## src/rtl/byte_bus_target_if.sv

```systemverilog
// Byte-serial pin bus between the CPU bus master and the memory-side target.
interface byte_bus_target_if;
    logic       req;
    logic       rd;
    logic       wr;
    logic [7:0] din;
    logic [7:0] dout;
    logic       oe;
    logic       ack;

    modport master (output req, rd, wr, din, input dout, oe, ack);
    modport slave  (input req, rd, wr, din, output dout, oe, ack);
endinterface

```

## src/rtl/byte_bus_target.sv

```systemverilog
// Memory-side target of the byte-serial bus: 3-byte 4-phase transactions into a byte RAM.
// Macro BUS_TARGET_MMIO_EN enables decode of MMIO_ADDR onto the out_port register.
module byte_bus_target #(
    parameter int unsigned ADDR_W      = 8,
    parameter int unsigned SYNC_STAGES = 2,
    parameter logic [15:0] MMIO_ADDR   = 16'hCAFE
) (
    input  logic                    clk,
    input  logic                    rst,
    byte_bus_target_if.slave        bus,
    output logic [7:0]              out_port,
    output logic                    out_strobe,
    output logic                    proto_err
);
    localparam int unsigned DEPTH = 2 ** ADDR_W;
    localparam logic [1:0]  OP_RD = 2'b10;
    localparam logic [1:0]  OP_WR = 2'b01;

    typedef enum logic [2:0] {IDLE, LO_ACK, HI_WAIT, HI_ACK, DAT_WAIT, DAT_ACK} state_t;

    state_t      state, state_next;
    logic [15:0] addr, addr_next;
    logic [1:0]  op, op_next;
    logic [7:0]  dout_q, dout_next;
    logic        oe_q, oe_next;
    logic        ack_q, ack_next;
    logic [7:0]  port_q, port_next;
    logic        strobe_q, strobe_next;
    logic        err_q, err_next;
    logic        mem_we;
    logic        sreq, srd, swr;
    logic        is_mmio;
    logic [2:0]  sync_q [SYNC_STAGES];
    logic [7:0]  mem [DEPTH];
    logic [ADDR_W-1:0] idx;

    assign idx = addr[ADDR_W-1:0];

`ifdef BUS_TARGET_MMIO_EN
    assign is_mmio = (addr == MMIO_ADDR);
`else
    logic unused_mmio;
    assign is_mmio     = 1'b0;
    assign unused_mmio = ^(addr ^ MMIO_ADDR);
`endif

    // req/rd/wr travel one shared chain so the op flags stay aligned with sreq
    always_ff @(posedge clk) begin
        if (rst) begin
            for (int i = 0; i < SYNC_STAGES; i++) sync_q[i] <= '0;
        end else begin
            sync_q[0] <= {bus.req, bus.rd, bus.wr};
            for (int i = 1; i < SYNC_STAGES; i++) sync_q[i] <= sync_q[i-1];
        end
    end

    assign {sreq, srd, swr} = sync_q[SYNC_STAGES-1];

    always_ff @(posedge clk) begin
        if (rst) begin
            state    <= IDLE;
            addr     <= '0;
            op       <= '0;
            dout_q   <= '0;
            oe_q     <= 1'b0;
            ack_q    <= 1'b0;
            port_q   <= '0;
            strobe_q <= 1'b0;
            err_q    <= 1'b0;
        end else begin
            state    <= state_next;
            addr     <= addr_next;
            op       <= op_next;
            dout_q   <= dout_next;
            oe_q     <= oe_next;
            ack_q    <= ack_next;
            port_q   <= port_next;
            strobe_q <= strobe_next;
            err_q    <= err_next;
        end
    end

    always_ff @(posedge clk) begin
        if (mem_we && !rst) mem[idx] <= bus.din;
    end

    always_comb begin
        state_next  = state;
        addr_next   = addr;
        op_next     = op;
        dout_next   = dout_q;
        port_next   = port_q;
        strobe_next = 1'b0;
        err_next    = err_q;
        mem_we      = 1'b0;

        // an op flag change inside an open transaction aborts it
        if (state != IDLE && {srd, swr} != op) begin
            err_next   = 1'b1;
            state_next = IDLE;
        end else begin
            case (state)
                IDLE: begin
                    if (sreq) begin
                        if (srd == swr) begin
                            err_next = 1'b1;
                        end else begin
                            addr_next[7:0] = bus.din;
                            op_next        = {srd, swr};
                            state_next     = LO_ACK;
                        end
                    end
                end
                LO_ACK:  if (!sreq) state_next = HI_WAIT;
                HI_WAIT: begin
                    if (sreq) begin
                        addr_next[15:8] = bus.din;
                        state_next      = HI_ACK;
                    end
                end
                HI_ACK:  if (!sreq) state_next = DAT_WAIT;
                DAT_WAIT: begin
                    if (sreq) begin
                        state_next = DAT_ACK;
                        if (op == OP_WR) begin
                            if (is_mmio) begin
                                port_next   = bus.din;
                                strobe_next = 1'b1;
                            end else begin
                                mem_we = 1'b1;
                            end
                        end else begin
                            dout_next = is_mmio ? port_q : mem[idx];
                        end
                    end
                end
                DAT_ACK: if (!sreq) state_next = IDLE;
                default: state_next = IDLE;
            endcase
        end

        ack_next = (state_next == LO_ACK) || (state_next == HI_ACK) || (state_next == DAT_ACK);
        oe_next  = (state_next == DAT_ACK) && (op_next == OP_RD);
    end

    assign bus.dout   = dout_q;
    assign bus.oe     = oe_q;
    assign bus.ack    = ack_q;
    assign out_port   = port_q;
    assign out_strobe = strobe_q;
    assign proto_err  = err_q;
endmodule

```

## src/flat_wrapper.sv

```systemverilog
// flat-port wrapper written by rule: the top's interface ports become plain ports
module byte_bus_target_flat 
#(
    parameter int unsigned ADDR_W      = 8,
    parameter int unsigned SYNC_STAGES = 2,
    parameter logic [15:0] MMIO_ADDR   = 16'hCAFE
)
  (clk, rst, out_port, out_strobe, proto_err, bus_req, bus_rd, bus_wr, bus_din, bus_dout, bus_oe, bus_ack);
  byte_bus_target_if bus_i ();
  input  logic clk;
  input  logic rst;
  output logic [7:0] out_port;
  output logic out_strobe;
  output logic proto_err;
  input wire logic [$bits(bus_i.req)-1:0] bus_req;
  input wire logic [$bits(bus_i.rd)-1:0] bus_rd;
  input wire logic [$bits(bus_i.wr)-1:0] bus_wr;
  input wire logic [$bits(bus_i.din)-1:0] bus_din;
  output wire logic [$bits(bus_i.dout)-1:0] bus_dout;
  output wire logic [$bits(bus_i.oe)-1:0] bus_oe;
  output wire logic [$bits(bus_i.ack)-1:0] bus_ack;
  assign bus_i.req = bus_req;
  assign bus_i.rd = bus_rd;
  assign bus_i.wr = bus_wr;
  assign bus_i.din = bus_din;
  assign bus_dout = bus_i.dout;
  assign bus_oe = bus_i.oe;
  assign bus_ack = bus_i.ack;
  byte_bus_target #(.ADDR_W(ADDR_W), .SYNC_STAGES(SYNC_STAGES), .MMIO_ADDR(MMIO_ADDR)) u_core (.clk(clk), .rst(rst), .bus(bus_i), .out_port(out_port), .out_strobe(out_strobe), .proto_err(proto_err));
endmodule
```

## config.mk

```make
export PLATFORM = sky130hd
export DESIGN_NAME = byte_bus_target_flat
export DESIGN_NICKNAME = d
export VERILOG_FILES = /design/src/rtl/byte_bus_target_if.sv /design/src/rtl/byte_bus_target.sv /design/src/flat_wrapper.sv
export SDC_FILE = /design/constraint.sdc
export NUM_CORES = 2
export LEC_CHECK = 0
export CAP_MARGIN = 30
export CORE_ASPECT_RATIO = 1.5
export CORE_UTILIZATION = 50
export CTS_BUF_LIST = sky130_fd_sc_hd__clkbuf_4
export DETAILED_ROUTE_END_ITERATION = 7
export HOLD_SLACK_MARGIN = 0.02
export PLACE_DENSITY = 0.65
export SLEW_MARGIN = 25
export SYNTH_ARGS = -nofsm -noshare
export SYNTH_HDL_FRONTEND = slang
export SYNTH_SLANG_ARGS = --single-unit
```

## constraint.sdc

```tcl
create_clock -name clk -period 7.25 [get_ports clk]
set_clock_uncertainty 0.15 [all_clocks]
set_input_delay 1.45 -clock clk [delete_from_list [all_inputs] [get_ports clk]]
set_output_delay 1.45 -clock clk [all_outputs]
set_load 0.01 [all_outputs]
```

==> results.json <==
{
  "clkTransAtPathRegs_ns": 0.08,
  "numCtsBuffers": 450,
  "power.total_mw": 22.1,
  "avgViaCountPerCell": 6.21,
  "worst_slew_pin_slew_ns": 1.13,
  "netlist_area_mm2": 0.0811,
  "gp_congestion": 0.940,
  "grt_antenna_before_repair": 3,
  "swShare": 0.215,
  "fin_crit_sh": 0.649,
  "multi_input_area_mm2": 0.0175,
  "grt_max_degree": 137,
  "wl_um": 217000,
  "avgSynthCellArea_um2": 20.1,
  "grt_pass1_vias": 43219,
  "ant_nets": 0,
  "ys_ff_latch": 2078,
  "area_delta_synth_final_pct": 9.49,
  "drt_iter0_markers": 4550,
  "fillers": 12170,
  "num_io_pins": 33,
  "die_h_um": 495,
  "hold_buffers": 0,
  "setup_viol": 0,
  "ctsResizeCount": 0,
  "drc": 0,
  "yosysTopAreaCell": "edfxtp_1",
  "io_buffers": 23,
  "ir_drop_uv": 132,
  "synthFlopType": "edfxtp_1",
  "p_sw_mw": 4.76,
  "grt_first_pass_wirelength_um": 306000,
  "wl_per_cell_um": 31.9,
  "worstHoldPathType": "flip-flop to flip-flop",
  "synth_cells": 4035,
  "start_util": 0.505,
  "cap_violations": 0,
  "dieWidth_um": 331,
  "finalHoldViolations": 0,
  "cts-root-buf": "clkbuf_4",
  "ys_types": 65,
  "drive_above_1_share": 0.263,
  "cts.htree.levels": 5,
  "cts_sinks": 2078,
  "drt_pass1_iterations": 6,
  "grtUsageTotal": 0.267,
  "cts_buffer_depth": 4,
  "leakage_nw": 26.7,
  "dp_hpwl_um": 134000,
  "synth-edff-count": 2048,
  "status": "complete, no violations",
  "clk_latency_ns": 1.38,
  "synth_top_area_share": 0.758,
  "die_area_mm2": 0.164,
  "internal-power_mw": 17.3,
  "final_nets": 4373,
  "cts_tree": "done",
  "coreArea_mm2": 0.161,
  "fin_util": 0.553,
  "cp-start-kind": "flip-flop",
  "postCtsSetupRepairBufs": 0,
  "p_per_area_mw_per_mm2": 249,
  "cp.required_ns": 8.38,
  "seqPwrFrac": 0.597,
  "critPathKind": "flip-flop to flip-flop",
  "fin_crit_ns": 4.70,
  "maxSlewHeadroom": 0.244,
  "num_vias": 42279,
  "slew_violations": 0,
  "finalSetupTns_ns": 0,
  "clkPwrFrac": 0.381,
  "ys_async_sr_fraction": 0,
  "yosysWarnings": 0,
  "synth_area_leaders": "edfxtp_1 76%, mux4_2 10%, mux2i_1 3.4%",
  "row_count": 180,
  "yosysSeqAreaShare": 0.766,
  "ff_latch_area_mm2": 0.0621,
  "grt-ovfl-total": 0,
  "cp_max_fo": 124,
  "worstSetupEndpointType": "flip-flop",
  "pwr-share-comb": 0.022,
  "grt_setup_unrepaired": "false",
  "clock.fmax_ghz": 0.213,
  "cp.arrival_ns": 5.84
}
## placed cells by master (no fill, tap or decap), drive strengths merged, types with 73 or more instances in the layout
cell	Yosys	routed
mux4	380	380
edfxtp	2048	2048
o22ai	97	97
nand2	73	73
buf	156	93
o21ai	93	93
clkinv	0	163
mux2i	278	278
clkbuf	88	621
mux2	73	73
nor2	341	341
## critical path: stages (launching register included)
cell and delay, ns:
dfxtp_4 0.87, buf_12 0.59, buf_12 0.57, mux2_2 0.42, o21ai_0 0.19, a21oi_1 0.11
o21ai_0 0.67, o2111ai_1 0.26, a311o_1 0.39, a22o_1 0.23
## power by group through the flow
stage	clock [mW]	combinational, mW	sequential [mW]
global placement	0	0.491	13.5
detailed placement	0	0.492	13.5
global route	9.10	0.508	13.2
finish	8.41	0.487	13.2
CTS	8.56	0.492	13.2
floorplan	0	0.167	13.5
## routing by layer
metal	part of all wire	vias up	track usage
met2	0.51	2343	0.452
li1	-	17530	-
met3	0.074	594	0.0525
met5	0.000037	-	0
met4	0.063	2	0.157
met1	0.35	21810	0.317
## registers in the layout, indices dropped and copies added, names as in the netlist
| signal | count |
|---|---|
| u_core.mem | 2048 |
| u_core.addr | 8 |
| u_core.bus.ack | 1 |
| u_core.bus.oe | 1 |
| u_core.bus.dout | 8 |
| u_core.state | 3 |
| u_core.op | 2 |
| u_core.sync_q | 6 |
| u_core.proto_err | 1 |
## layout make-up
type                       count  share of cell area
multi-input combinational   1718               0.197
clock inverter               171             0.00853
timing repair buffer         109              0.0121
tap                         2093              0.0295
antenna                       14            0.000395
inverter                       3            0.000127
clock buffer                 620              0.0524
sequential                  2078               0.700
## path summary, 6_finish.rpt
| check | start | endpoint | slack (ns) | cells past startpoint |
|---|---|---|---|---|
| max | u_core.addr[1] | u_core.bus.dout[6] | 2.55 | 9 |
| min | u_core.sync_q[0][1] | u_core.sync_q[0][4] | 0.30 | 1 |
| max reg2reg | u_core.addr[1] | u_core.bus.dout[6] | 2.55 | 9 |
| min reg2reg | u_core.sync_q[0][1] | u_core.sync_q[0][4] | 0.30 | 1 |
## Yosys cell counts (6+ instances only)
cell type  number
a211oi_1       16
a21oi_1        51
a221oi_1        7
a22o_1          6
a22oi_1        66
a311o_1         8
a41oi_1         6
and2_1          6
buf_1           6
buf_2          62
buf_4          43
buf_6          41
clkbuf_1       88
dfxtp_1        30
edfxtp_1     2048
mux2_2         67
mux2_4          6
mux2i_1       278
mux4_2        376
nand2_1        73
nand2b_1        9
nand3_1        23
nor2_1        341
nor2b_1        27
nor3_1         30
nor3b_1         9
nor4_1         12
o2111ai_1      19
o211ai_1       10
o21ai_0        92
o221ai_1       14
o22a_1         10
o22ai_1        97
## stage by stage
step | cell area [µm²] | worst slack, ns | hold slack (ns) | cells
after global routing | 88800 | 2.29 | 0.287 | 6802
final | 88800 | 2.55 | 0.302 | 6806
after detailed placement | 83300 | 1.65 | 0.296 | 5999
after floorplan | 81100 | 3.51 | 0.264 | 4043
after global placement | 83300 | 1.63 | 0.281 | 5993
after CTS | 88700 | 2.67 | 0.285 | 6790
## logic make-up (layout without fill, tap and decap cells)
logic type / after synthesis / in the layout / synth area share
flops: 2078 / 2078 / 0.766
mux: 731 / 731 / 0.150
simple gates: 560 / 560 / 0.0306
compound gates: 414 / 414 / 0.0338
buf+inv: 247 / 903 / 0.0189
xor+xnor: 4 / 4 / 0.000432
other cells: 1 / 23 / 0.0000462
(Power assumes the default switching activity.)
